### src/rtl/chacha20_block_scheduler.sv
`default_nettype none
// ============================================================================
//  Module      : chacha20_block_scheduler
//  Description : Drives the serial ChaCha20 round core to produce a run of
//                512-bit keystream blocks. For each block it builds the
//                initial state, pulses the core's set_state, waits out the
//                round latency, applies the feed-forward add and offers the
//                block on a valid/ready port.
//  Revision    : 1.0 - initial release
// ----------------------------------------------------------------------------
//  Ports
//    clock, clear_n        clock, asynchronous active-low reset
//    start, abort          job request strobe / job cancel
//    key, nonce            256-bit key, 96-bit nonce (captured at start)
//    counter_init          block counter of the first block
//    num_blocks            number of blocks to generate (0 = no-op)
//    busy, done, wrap_err  status: not idle / end-of-job pulse / counter wrap
//    enc_set_state         load strobe to the round core
//    enc_clear             clear to the round core
//    enc_round_input       initial state to the round core
//    enc_round_output      20-round result from the round core
//    ks_valid, ks_ready    keystream handshake
//    ks_data, ks_counter   keystream block and the counter it was made with
// ============================================================================
module chacha20_block_scheduler #(
    parameter int ROUND_CYCLES = 80,
    parameter int CNT_W        = 16
) (
    input  logic             clock,
    input  logic             clear_n,
    input  logic             start,
    input  logic             abort,
    input  logic [255:0]     key,
    input  logic [95:0]      nonce,
    input  logic [31:0]      counter_init,
    input  logic [CNT_W-1:0] num_blocks,
    output logic             busy,
    output logic             done,
    output logic             wrap_err,
    output logic             enc_set_state,
    output logic             enc_clear,
    output logic [511:0]     enc_round_input,
    input  logic [511:0]     enc_round_output,
    output logic             ks_valid,
    input  logic             ks_ready,
    output logic [511:0]     ks_data,
    output logic [31:0]      ks_counter
);

    localparam int              CYC_W      = $clog2(ROUND_CYCLES + 1);
    localparam logic [CYC_W-1:0] C_RUN_LAST = CYC_W'(ROUND_CYCLES - 1);
    // "expand 32-byte k", word 0 in the low bits
    localparam logic [127:0]    C_SIGMA    = {32'h6b206574, 32'h79622d32,
                                              32'h3320646e, 32'h61707865};

    typedef enum logic [2:0] {
        S_IDLE = 3'd0,
        S_LOAD = 3'd1,
        S_RUN  = 3'd2,
        S_ADD  = 3'd3,
        S_OUT  = 3'd4,
        S_DONE = 3'd5
    } state_t;

    state_t             r_state;
    state_t             w_next;
    logic [511:0]       r_init;
    logic [511:0]       r_ks_data;
    logic [CNT_W-1:0]   r_remaining;
    logic [CYC_W-1:0]   r_cyc;
    logic               r_wrap_err;
    logic               r_enc_clear;
    logic [511:0]       w_sum;
    logic               w_abort;
    logic               w_last;
    logic               w_wrap;

    // Word 12 of the held initial state doubles as the live block counter.
    assign w_abort = abort && (r_state != S_IDLE);
    assign w_last  = (r_remaining == CNT_W'(1));
    assign w_wrap  = (r_init[415:384] == 32'hFFFF_FFFF);

    // Feed-forward add: independent 32-bit sums, no carry across words.
    generate
        for (genvar i = 0; i < 16; i++) begin : g_add
            assign w_sum[32*i +: 32] = enc_round_output[32*i +: 32] + r_init[32*i +: 32];
        end
    endgenerate

    always_ff @(posedge clock or negedge clear_n) begin
        if (!clear_n) begin
            r_state <= S_IDLE;
        end else begin
            r_state <= w_next;
        end
    end

    always_comb begin
        w_next        = r_state;
        busy          = (r_state != S_IDLE);
        done          = (r_state == S_DONE);
        enc_set_state = (r_state == S_LOAD);
        ks_valid      = (r_state == S_OUT);
        case (r_state)
            S_IDLE: begin
                if (start) begin
                    w_next = (num_blocks == '0) ? S_DONE : S_LOAD;
                end
            end
            S_LOAD: w_next = S_RUN;
            S_RUN: begin
                if (r_cyc == C_RUN_LAST) begin
                    w_next = S_ADD;
                end
            end
            S_ADD:  w_next = S_OUT;
            S_OUT: begin
                if (ks_ready) begin
                    w_next = (w_last || w_wrap) ? S_DONE : S_LOAD;
                end
            end
            S_DONE: w_next = S_IDLE;
            default: w_next = S_IDLE;
        endcase
        if (w_abort) begin
            w_next = S_IDLE;
        end
    end

    always_ff @(posedge clock or negedge clear_n) begin
        if (!clear_n) begin
            r_init      <= '0;
            r_ks_data   <= '0;
            r_remaining <= '0;
            r_cyc       <= '0;
            r_wrap_err  <= 1'b0;
            r_enc_clear <= 1'b1;
        end else begin
            r_enc_clear <= w_abort;
            if (!w_abort) begin
                case (r_state)
                    S_IDLE: begin
                        if (start) begin
                            r_wrap_err <= 1'b0;
                            if (num_blocks != '0) begin
                                r_init      <= {nonce, counter_init, key, C_SIGMA};
                                r_remaining <= num_blocks;
                            end
                        end
                    end
                    S_LOAD: r_cyc <= '0;
                    S_RUN:  r_cyc <= r_cyc + CYC_W'(1);
                    S_ADD:  r_ks_data <= w_sum;
                    S_OUT: begin
                        if (ks_ready) begin
                            r_remaining <= r_remaining - CNT_W'(1);
                            if (!w_last) begin
                                if (w_wrap) begin
                                    r_wrap_err <= 1'b1;
                                end else begin
                                    r_init[415:384] <= r_init[415:384] + 32'd1;
                                end
                            end
                        end
                    end
                    default: ;
                endcase
            end
        end
    end

    assign wrap_err        = r_wrap_err;
    assign enc_clear       = r_enc_clear;
    assign enc_round_input = r_init;
    assign ks_data         = r_ks_data;
    assign ks_counter      = r_init[415:384];

endmodule
`default_nettype wire

### config.mk
export PLATFORM = sky130hd
export DESIGN_NAME = chacha20_block_scheduler
export DESIGN_NICKNAME = d
export VERILOG_FILES = /design/src/rtl/chacha20_block_scheduler.sv
export SDC_FILE = /design/constraint.sdc
export NUM_CORES = 2
export LEC_CHECK = 0
export BUFFER_PORTS_ARGS = -buffer_cell sky130_fd_sc_hd__clkbuf_2
export CORE_AREA = 4 4 764 766
export CTS_CLUSTER_SIZE = 30
export DETAILED_ROUTE_END_ITERATION = 6
export DIE_AREA = 0 0 768 770
export MAX_ROUTING_LAYER = met4
export PLACE_DENSITY_LB_ADDON = 0.25
export SLEW_MARGIN = 10
export SYNTH_ARGS = -nofsm -noshare
export SYNTH_HDL_FRONTEND = slang
export SYNTH_SLANG_ARGS = --single-unit
### constraint.sdc
create_clock -name clock -period 4.5 [get_ports clock]
set_input_delay 0.675 -clock clock [delete_from_list [all_inputs] [get_ports clock]]
set_output_delay 0.675 -clock clock [all_outputs]
set_load 0.01 [all_outputs]
---- Word-level counts from Yosys, hierarchy flattened ----
Index checks and enable logic that the tools add are counted.
storage, ports and cells
  bits in latches ......................... 0
  memory bits (writable) .................. 0
  register bits ........................... 980
  output and inout port bits .............. 1062
  input bits .............................. 917
  memories ................................ 0
  memory bits (read-only) ................. 0
  logic and storage cells ................. 83
cells by class
  divide/modulo/power cells ............... 0
  multiply operators ...................... 0
  order comparisons ....................... 0
  reduce and logical (&&, ||, !) cells .... 15
  $add $sub $neg .......................... 19
  equality and inequality tests ........... 17
  muxes and demuxes ....................... 23
  bitwise gates (word level) .............. 1
  shifts and indexed selects .............. 0
operator list
  operator                                             count
  2-to-1 mux 416 bit                                   2
  adder 32 bit                                         12
  adder 32 x 31 -> 32 bit                              3
  2-to-1 mux 32 bit                                    3
  one-hot mux 32 bit (2 select lines)                  1
  2-to-1 mux 16 bit                                    3
  adder 32 x 1 -> 32 bit (second input constant)       1
  adder 32 x 30 -> 32 bit                              1
  == test 32 bit (second input constant)               1
  one-hot mux 16 bit (2 select lines)                  1
  2-to-1 mux 3 bit                                     6
  == test 16 x 1 -> 1 bit (second input constant)      1
  logical NOT 16 bit                                   1
  nonzero test 16 bit                                  1
  subtractor 16 x 1 -> 16 bit (second input constant)  1
  one-hot mux 3 bit (5 select lines)                   1
  one-hot mux 7 bit (2 select lines)                   1
  != test 2 bit (second input constant)                4
  adder 7 x 1 -> 7 bit (second input constant)         1
  == test 7 bit (second input constant)                1
  AND reduction 7 bit                                  1
  == test 3 x 2 -> 1 bit (second input constant)       2
  == test 3 bit (second input constant)                2
  != test 3 bit (second input constant)                2
  other kinds (16)                                     22

---- Longest topological paths before layout ----
  depth in word-level cells ............... 6
  gate-level depth with buffers ........... 13
  gate-level depth less buffers ........... 11

---- Least setup slack after synthesis ----
Ideal clock, no wire load.
  path type ............................... register to register
  start ................................... register enc_round_input[126] (netlist name)
  end ..................................... register r_ks_data[31], in the netlist ks_data[31]
  required time ........................... 4431 ps
  path slack .............................. -298 ps
  setup time .............................. 69 ps
  data arrival time ....................... 4730 ps
  buffers on the path ..................... 0
  period minus slack after synthesis ...... 4798 ps
  stages on the path, launching flop included .. 11
  path through ............................ dfrtp_1 > ha_1 > a31oi_4 > o21bai_1 > a21oi_2 > o21ai_2 > a2111o_1 > a41oi_2 > o21bai_1 > a2111o_1 > nand3_1
RTL lines
  element                 RTL line  source
  end signal: assignment  153       S_ADD: r_ks_data <= w_sum;
  end: declaration        68        logic [511:0] r_ks_data;

---- Worst setup path in the final report ----
  start ................................... register r_init[448], in the netlist enc_round_input[448]
  end ..................................... register r_ks_data[478], in the netlist ks_data[478]
between the ends
  cells in the longest elaborated chain, start to end .. 1
RTL lines
  element                   RTL line  source
  start: declaration        67        logic [511:0] r_init;
  start signal: assignment  146       r_init <= {nonce, counter_init, key, C_SIGMA};
  adder 32 bit              86        assign w_sum[32*i +: 32] = enc_round_output[32*i +: 32] + r_init[32*i +: 32];
Every way passes these cells.
A chain may end at the register's enable or synchronous reset.

==> key figures <==
Status
  • Outcome: complete, no violations

Synth
  • Seq/Total Area, Yosys: 39.9%
  • Yosys reg bits: 925
  • Distinct cell type count after synthesis: 99
  • Syn Inst Count: 6131
  • Ranking of synthesized cells by area: dfrtp_1 (40%), ha_1 (9.4%), mux2_2 (7.0%), o21ai_0 (5.5%), nand2_1 (5.3%)
  • Post-synth ARST share: 100%
  • Top FF cell, synth: dfrtp_1
  • Top cell type's share of synthesized area: 39.8%
  • Warnings from Yosys: 0
  • Syn avg cell area: 9.47 sq um
  • EDFF count, synth: 0
  • Synth area leader: dfrtp_1
  • Cell area after synthesis: 0.0581 sq mm

CTS
  • CTS sink cnt: 925
  • Clock latency on the worst-skew pair: 0.85 ns
  • Total setup buffers inserted after CTS: 0
  • # resized after CTS: 0
  • Clock Path Buffers: 4
  • Number of buffers created by CTS: 147
  • Register clock-pin slew on the reported worst setup and hold paths: 0.05 ns
  • H-Tree Depth: 4
  • CTS tree: built
  • # hold bufs at CTS: 304
  • Root Buffer: clkbuf_16

Critical path
  • Arr. time, crit path: 4.72 ns
  • Slowest CP cell: a221o_1
  • Crit. Startpoint: enc_round_input[448]
  • Worst setup path endpoint: ks_data[478]
  • Worst Reg-to-Reg Cells: 11
  • Crit Path Class: flop to flop
  • Critical path required time: 5.21 ns
  • FF-to-FF Start: enc_round_input[448]
  • Worst setup EP type: flop
  • Crit-path max FO: 3
  • Reg-to-reg setup timing slack: 0.49 ns
  • Worst-path cell chain: ha_1, fa_1, a211oi_1, o21ai_0, a32oi_1, o211ai_1, a221o_1, a221oi_2, a31oi_1, xnor2_1, o21ai_1
  • CP Launch Type: flop
  • Slowest cell delay on critical path: 0.57 ns
  • R2R Path End: ks_data[478]

Drt
  • Post-Route WL: 478 mm
  • Routed Antenna Nets: 0
  • Iter 0 DRT Violations: 3572
  • Via count: 57400
  • Drt wl/cell: 29.4 microns
  • Number of remaining DRC errors: 0
  • TritonRoute pass-1 iters: 5
  • Vias/cell: 3.53

Power and ir drop
  • Overall power: 66500 uW
  • Cell Pwr Density: 782 mW/mm^2
  • Max rail drop VDD: 406 uV
  • LEAKAGE: 0.0389 uW

Timing
  • Fmax: 250 MHz
  • Max_slew headroom: 25.2%
  • Slew @ Worst Pin: 1.12 ns
  • Min cycle time layout: 4.01 ns
  • Fin. Hold Viols: 0
  • Final Slew Violations: 0
  • Final Cycle Share: 89.0%
  • Final setup margin: 0.493 ns
  • Setup Skew: 0.0777 ns
  • RSZ-0062 raised after global routing: no
  • Final Setup Violations: 0

Floorplan
  • Die width: 768 microns
  • Initial Utilization: 10.1%
  • Num ports: 1979
  • Row Count: 279
  • Die area: 0.591 sq mm
  • Die Y: 770 microns
  • Core area: 0.576 sq mm

Cells and area
  • Area Growth Syn to Fin: 46.5%
  • Filler instances: 65900
  • Layout Nets: 9671
  • Most frequent cells in the layout: clkbuf_2 (1905), dfrtp_1 (923), nand2_1 (820)
  • Share of layout cells above drive strength 1: 32.1%
  • Post-route core utilization: 14.8%
  • Commonest non-fill, non-tap cell in the layout: clkbuf_2

Run
  • Max-Cap Viols: 0

Hold path
  • Min-Delay Path Class: input pin to flop
  • Origin of the worst min-delay path: nonce[23]

Global routing
  • Initial antenna violation count: 225
  • Number of global-route vias before repair: 57800
  • Global-route wire length before repair: 607 mm
  • Total gr overflow: 0
  • Gr usage total: 15.9%
  • Largest net degree at the start of global routing: 140

Place
  • Setup WS pre-CTS: 0.0290 ns
  • Hpwl dp: 424 mm
  • Port-buffer cells: 1906
  • Final Wtd Congestion: 0.986
## report_power, final
group	switching, uW	internal, uW	leakage [uW]	total [uW]
Combinational	24700	12700	0.0251	37400
Clock	4980	7120	0.00239	12100
Sequential	4710	12200	0.0114	16900
Total	34400	32100	0.0389	66500
## state kept, by name, summed over array words and instances (netlist names)
signal and flops:
r_remaining 16, r_cyc 7, enc_round_input 385, wrap_err 1, enc_clear 1, ks_data 512, r_state 3
## synth_stat cells, types with 30 or more instances
master / number
dfrtp_1: 924
nand2_1: 821
o21ai_0: 642
ha_1: 435
a21oi_1: 375
mux2_2: 360
nor2_1: 310
a21o_1: 222
xor2_1: 217
xnor2_1: 203
clkbuf_1: 199
buf_4: 164
inv_1: 106
nand3_1: 86
nor3_1: 83
and3_1: 66
a211oi_1: 59
nand4_1: 56
a31oi_1: 54
o21a_1: 48
o21bai_1: 48
o31ai_1: 44
o211ai_1: 43
nor2b_1: 38
nand2b_1: 37
and2_1: 30
## critical path: cells and delay by family, from the launching register on
| kind | cells | cell delay [ns] |
|---|---|---|
| AOI/OAI and AO/OA | 8 | 2.62 |
| xor gates and xnor gates | 1 | 0.17 |
| adders and majority gates | 2 | 0.69 |
| DFF | 1 | 0.41 |
## layer usage
metal	share of wire, %	track usage (%)	vias to the layer above	routed length (microns)
met1	39	17.2	28000	184000
met3	11	7.31	672	51100
li1	-	-	26400	-
met5	0	-	-	0
met2	46	25.7	2257	220000
met4	4.8	5.91	0	23000
## final cells by class
| cell class | count | area, sq um | share of cell area (%) |
|---|---|---|---|
| clock inverters | 58 | 728 | 0.856 |
| repair buffers | 2350 | 14000 | 16.4 |
| clock buffers | 202 | 4150 | 4.87 |
| flip-flops and latches | 925 | 23200 | 27.2 |
| diodes | 102 | 255 | 0.300 |
| well taps | 7727 | 9670 | 11.4 |
| inverters | 106 | 398 | 0.468 |
| multi-input cells | 4776 | 32700 | 38.5 |
## how the worst min path moves through the flow
stage	end	slack, ns	cells past startpoint
CTS	enc_round_input[137]	0.0003	2
global route	enc_round_input[352]	0.04	2
floorplan	enc_round_input[126]	0.38	0
global placement	ks_data[77]	0.46	2
finish	enc_round_input[439]	0.12	2
detailed placement	ks_data[143]	0.46	2
## through the flow
stage | cells | TNS (ns) | cell area [sq um] | hold WS (ns)
3_3_place_gp | 15600 | -0.101 | 76900 | 0.458
6_report | 16200 | 0 | 85100 | 0.116
4_1_cts | 16100 | 0 | 84800 | 0.000318
5_1_grt | 16200 | 0 | 85000 | 0.0392
2_1_floorplan | 6202 | 0 | 58300 | 0.379
3_5_place_dp | 15600 | 0 | 76900 | 0.457
## cell families after synthesis
| family | synth area share [%] |
|---|---|
| fa+ha+maj | 9.82 |
| compound gates | 19.4 |
| flops | 39.9 |
| xor+xnor | 6.33 |
| buf+inv | 4.32 |
| other cells | 0.00646 |
| simple gates | 13.1 |
| mux | 7.22 |
Power figures use the tool's default switching activity.
